`src/rtl/bcd_disp_pkg.sv`:
```
// ============================================================================
// Module      : bcd_disp_pkg
// Description : Shared constants and helpers for the BCD entry display.
// Revision    : 1.0 - initial release
// ============================================================================
`default_nettype none

package bcd_disp_pkg;

    localparam logic [6:0] SEG_BLANK = 7'h7F;
    localparam logic [6:0] SEG_ZERO  = 7'h40;
    localparam logic [3:0] BCD_MAX   = 4'd9;

    // Active-low {g,f,e,d,c,b,a} patterns, element [n] lights digit n.
    localparam logic [9:0][6:0] SEG_TABLE = {
        7'h10, 7'h00, 7'h78, 7'h02, 7'h12,
        7'h19, 7'h30, 7'h24, 7'h79, 7'h40
    };

    function automatic logic is_bcd(input logic [3:0] d);
        return (d <= BCD_MAX);
    endfunction

endpackage

`default_nettype wire

```
`src/rtl/bcd_to_seven_seg.sv`:
```
// ============================================================================
// Module      : bcd_to_seven_seg
// Description : Combinational BCD to active-low seven-segment lookup.
// Revision    : 1.0 - initial release
// ============================================================================
`default_nettype none

module bcd_to_seven_seg
    import bcd_disp_pkg::*;
(
    input  logic [3:0] digit_i,
    output logic [6:0] seg_o
);

    always_comb begin
        seg_o = SEG_BLANK;
        if (is_bcd(digit_i)) begin
            seg_o = SEG_TABLE[digit_i];
        end
    end

endmodule

`default_nettype wire

```
`src/rtl/bcd_entry_display.sv`:
```
// ============================================================================
// Module      : bcd_entry_display
// Description : Keypad BCD entry register with multiplexed 7-segment scan.
// Revision    : 1.0 - initial release
// ============================================================================
`default_nettype none

module bcd_entry_display
    import bcd_disp_pkg::*;
#(
    parameter int NUM_DIGITS  = 4,
    parameter int REFRESH_DIV = 100000
) (
    input  logic                    clk,
    input  logic                    rst_n,
    input  logic [3:0]              bcd_in,
    input  logic                    bcd_valid,
    input  logic                    clear,
    output logic [4*NUM_DIGITS-1:0] value,
    output logic [3:0]              digit_count,
    output logic                    overflow,
    output logic                    err,
    output logic [6:0]              seg,
    output logic [NUM_DIGITS-1:0]   an
);

    localparam int                   VAL_W        = 4 * NUM_DIGITS;
    localparam int                   CNT_W        = $clog2(REFRESH_DIV);
    localparam int                   IDX_W        = $clog2(NUM_DIGITS);
    localparam logic [3:0]           COUNT_MAX    = 4'(NUM_DIGITS);
    localparam logic [CNT_W-1:0]     REFRESH_LAST = CNT_W'(REFRESH_DIV - 1);
    localparam logic [IDX_W-1:0]     IDX_LAST     = IDX_W'(NUM_DIGITS - 1);
    localparam logic [NUM_DIGITS-1:0] AN_ONE      = NUM_DIGITS'(1);

    logic                   valid_q;
    logic [VAL_W-1:0]       value_q,    value_d;
    logic [3:0]             count_q,    count_d;
    logic                   overflow_q, overflow_d;
    logic                   err_q,      err_d;
    logic [CNT_W-1:0]       refresh_q,  refresh_d;
    logic [IDX_W-1:0]       idx_q,      idx_d;
    logic [6:0]             seg_q,      seg_d;
    logic [NUM_DIGITS-1:0]  an_q,       an_d;

    logic                   w_strobe;
    logic [3:0]             w_digit;
    logic [6:0]             w_digit_seg;

    assign w_strobe = bcd_valid & ~valid_q;

    always_ff @(posedge clk or negedge rst_n) begin
        if (!rst_n) begin
            valid_q    <= 1'b0;
            value_q    <= '0;
            count_q    <= '0;
            overflow_q <= 1'b0;
            err_q      <= 1'b0;
            refresh_q  <= '0;
            idx_q      <= '0;
            seg_q      <= SEG_BLANK;
            an_q       <= '1;
        end else begin
            valid_q    <= bcd_valid;
            value_q    <= value_d;
            count_q    <= count_d;
            overflow_q <= overflow_d;
            err_q      <= err_d;
            refresh_q  <= refresh_d;
            idx_q      <= idx_d;
            seg_q      <= seg_d;
            an_q       <= an_d;
        end
    end

    // Clear takes priority: a colliding strobe is dropped and never flags err.
    always_comb begin
        value_d    = value_q;
        count_d    = count_q;
        overflow_d = overflow_q;
        err_d      = 1'b0;
        if (clear) begin
            value_d    = '0;
            count_d    = '0;
            overflow_d = 1'b0;
        end else if (w_strobe) begin
            if (is_bcd(bcd_in)) begin
                value_d = {value_q[VAL_W-5:0], bcd_in};
                if (count_q == COUNT_MAX) begin
                    overflow_d = 1'b1;
                end else begin
                    count_d = count_q + 4'd1;
                end
            end else begin
                err_d = 1'b1;
            end
        end
    end

    always_comb begin
        refresh_d = refresh_q + CNT_W'(1);
        idx_d     = idx_q;
        if (refresh_q == REFRESH_LAST) begin
            refresh_d = '0;
            idx_d     = (idx_q == IDX_LAST) ? '0 : idx_q + IDX_W'(1);
        end
    end

    assign w_digit = value_q[{idx_q, 2'b00} +: 4];

    bcd_to_seven_seg u_seg_lut (
        .digit_i (w_digit),
        .seg_o   (w_digit_seg)
    );

    // Empty entry still shows a single '0' in the rightmost position.
    always_comb begin
        an_d  = ~(AN_ONE << idx_q);
        seg_d = SEG_BLANK;
        if (count_q == 4'd0) begin
            if (idx_q == '0) begin
                seg_d = SEG_ZERO;
            end
        end else if (4'(idx_q) < count_q) begin
            seg_d = w_digit_seg;
        end
    end

    assign value       = value_q;
    assign digit_count = count_q;
    assign overflow    = overflow_q;
    assign err         = err_q;
    assign seg         = seg_q;
    assign an          = an_q;

endmodule

`default_nettype wire

```
`config.mk`:
```
export PLATFORM = sky130hd
export DESIGN_NAME = bcd_entry_display
export DESIGN_NICKNAME = d
export VERILOG_FILES = /design/src/rtl/bcd_disp_pkg.sv /design/src/rtl/bcd_to_seven_seg.sv /design/src/rtl/bcd_entry_display.sv
export SDC_FILE = /design/constraint.sdc
export NUM_CORES = 1
export LEC_CHECK = 0
export BUFFER_PORTS_ARGS = -buffer_cell sky130_fd_sc_hd__clkbuf_2
export CAP_MARGIN = 5
export CORE_MARGIN = 2
export CORE_UTILIZATION = 50
export DETAILED_ROUTE_END_ITERATION = 7
export GPL_ROUTABILITY_DRIVEN = 0
export PLACE_DENSITY = 0.72
export SYNTH_ARGS = -nofsm -noshare
export SYNTH_HDL_FRONTEND = slang
export SYNTH_SLANG_ARGS = --single-unit
```
`constraint.sdc`:
```
create_clock -name clk -period 4.1 [get_ports clk]
set_input_delay 0.41 -clock clk [delete_from_list [all_inputs] [get_ports clk]]
set_output_delay 0.41 -clock clk [all_outputs]
set_load 0.03 [all_outputs]
```
==> impl_metrics.tcl <==
set metrics [dict create \
    outcome "finished clean" \
    cts_tree "yes" \
    critPathKind "flip-flop to flip-flop" \
    dr.pass1.iters 5 \
    h-tree-depth 2 \
    slew_headroom 0.558 \
    max_freq_mhz 450 \
    cts_hold_buf 0 \
    drcViolationCount 0 \
    rsz0062_at_grt "no" \
    avgRoutedWirePerCell_um 12.8 \
    hp-class "primary input to async pin" \
    startpoint "idx_q[0]" \
    postRouteAntennaNets 0 \
    antenna_found_initial 0 \
    syn_inst 252 \
    cp.required_ps 4300 \
    post_synth_mux_area_share 0.0465 \
    synth_top_family_by_area "simple AND/OR/NAND/NOR gates" \
    synth_area_um2 2580 \
    cts_resized 0 \
    via_count 1867 \
    worstMarginPinSlew_ps 657 \
    ir_drop_mv 0.214 \
    finalHoldViolations 0 \
    clk_pin_slew_ps 90 \
    ys_types 36 \
    ys_ff_latch 53 \
    die_area_um2 5760 \
    synth_compound_area_frac 0.100 \
    root_buffer "clkbuf_8" \
    start_util 0.512 \
    ioPinCount 41 \
    finalCritPeriodShare 0.542 \
    synthArstFlopShare 1.00 \
    yosysTopAreaCell "dfrtp_1" \
    synth-edff-count 0 \
    crit_path_max_fanout 8 \
    maxCapViolations 0 \
    syn_area_per_cell_um2 10.3 \
    ys_warn_count 0 \
    grt_pass1_wl_mm 7.71 \
    critPathCaptureType "flip-flop" \
    cts_setup_buffers 0 \
    final.setup.tns_ps 0 \
    r2r-start "idx_q[0]" \
    yosysTopAreaCellShare 0.407 \
    startpoint_type "flip-flop" \
    drive_above_1_share 0.239 \
    dp.cells 355 \
    drt_iter0_drc 116 \
    synth_nets 273 \
    fin_worst_skew_ps 5.41 \
    synthFlopType "dfrtp_1" \
    die_h_um 75.9 \
    clock_path_buffers 2 \
    nNetsFinal 313 \
    crit_arrival_ps 2420 \
    fp.dieW_um 75.9 \
    synthXorXnorAreaFrac 0.0407 \
    clock_latency_ps 300 \
    grt_overflow 0 \
    antennaDiodeCount 0 \
    p_per_area_nw_per_um2 367 \
    synthAdderAreaFrac 0.0630 \
    mostFrequentLayoutCell "dfrtp_1" \
    period_needed_ps 2220 \
    cts_buffers 5 \
    coreArea_um2 5040 \
    port_buffers 40 \
    viasPerCell 5.14 \
    fillers 445 \
    synth-simple-area-share 0.196 \
    slew_violations 0 \
    setup_viol 0 \
    synth_area_leaders "dfrtp_1, dfstp_2, ha_1" \
    dp_hpwl_mm 3.43 \
    final_cell_mix "dfrtp_1, clkbuf_2, nand2_1, o21ai_0, nand2b_1" \
    grt_pass1_vias 1678 \
    drt-total-wl_mm 4.66 \
    area_growth_pct 14.9 \
    synth.yosys.seq_area_share 0.519 \
    grt_max_degree 39 \
    rows 26 \
    instances_no_fill 363 \
    cts.sinks 53 \
    grtUsageTotal 0.179 \
    p_leak_nw 1.32 \
]
-- state kept, by name (all words and copies together), names as in the netlist --
register / count
refresh_q: 17
value: 16
seg: 7
an: 4
digit_count: 4
idx_q: 2
err: 1
overflow: 1
valid_q: 1
-- cell families after synthesis --
kind of cell	Yosys count
XOR/XNOR	12
AO/OA/AOI/OAI	47
flip-flops	53
adder cells (fa/ha/maj)	13
buffers and inverters	23
multiplexers	7
AND/OR/NAND/NOR	97
-- routing by layer --
metal	up-vias	global-route usage	share of wire
met2	47	0.260	0.44
met5	-	0	0
met4	0	0.0682	0.016
met3	10	0.0384	0.048
li1	940	-	-
met1	870	0.265	0.50
-- synth_stat cells (5+ instances only) --
cell type and count:
dfrtp_1 42, inv_1 14, nand2_1 27, nand2b_1 18
nor2_1 15, ha_1 13, a21oi_1 15, xor2_1 5
nor3_1 5, o21ai_0 23, nand3_1 11, clkbuf_1 6
xnor2_1 7, dfstp_2 11
-- report_power, final --
| group | total [mW] | switching [mW] | internal [mW] | leakage [nW] |
|---|---|---|---|---|
| sequential | 0.572 | 0.0175 | 0.554 | 0.676 |
| combinational | 0.159 | 0.111 | 0.0487 | 0.590 |
| clock | 0.360 | 0.161 | 0.199 | 0.0585 |
| total | 1.09 | 0.289 | 0.802 | 1.32 |
-- layout make-up --
cell class	count	area, um2	share of cell area
tap	70	87.6	0.0295
multi-input combinational	176	1160	0.390
inverter	14	52.6	0.0177
sequential	53	1340	0.451
clock inverter	1	30.0	0.0101
timing repair buffer	42	215	0.0725
clock buffer	7	86.3	0.0291
-- worst max-delay path, cell delays in order, from the launching register on --
cell and delay [ps]:
dfrtp_1 560, mux4_2 600, inv_1 120, ha_1 200, nor2_1 50, o21ai_0 170, o31a_1 310, a21oi_1 120
-- final timing paths --
check	to	slack (ps)	cells past startpoint
min reg2reg	refresh_q[0]	490	1
max reg2reg	seg[0]	1880	7
max	seg[0]	1880	7
max in group asynchronous	an[3]	3260	2
min	value[9]	10	1
min in group clk	valid_q	240	1
-- metrics by stage --
step / setup slack, ps / instance area (um2) / util / total power, mW / hold WS, ps
floorplan: 2130 / 2580 / - / 0.689 / 114
global placement: 2000 / 2850 / 0.566 / 0.740 / 339
detailed placement: 1890 / 2850 / 0.566 / 0.743 / 345
CTS: 1870 / 2970 / 0.589 / 1.10 / 13.5
global route: 1670 / 2970 / 0.589 / 1.14 / 25.9
finish: 1880 / 2970 / 0.589 / 1.09 / 13.4
No activity file was read; power rests on OpenSTA's default activity.
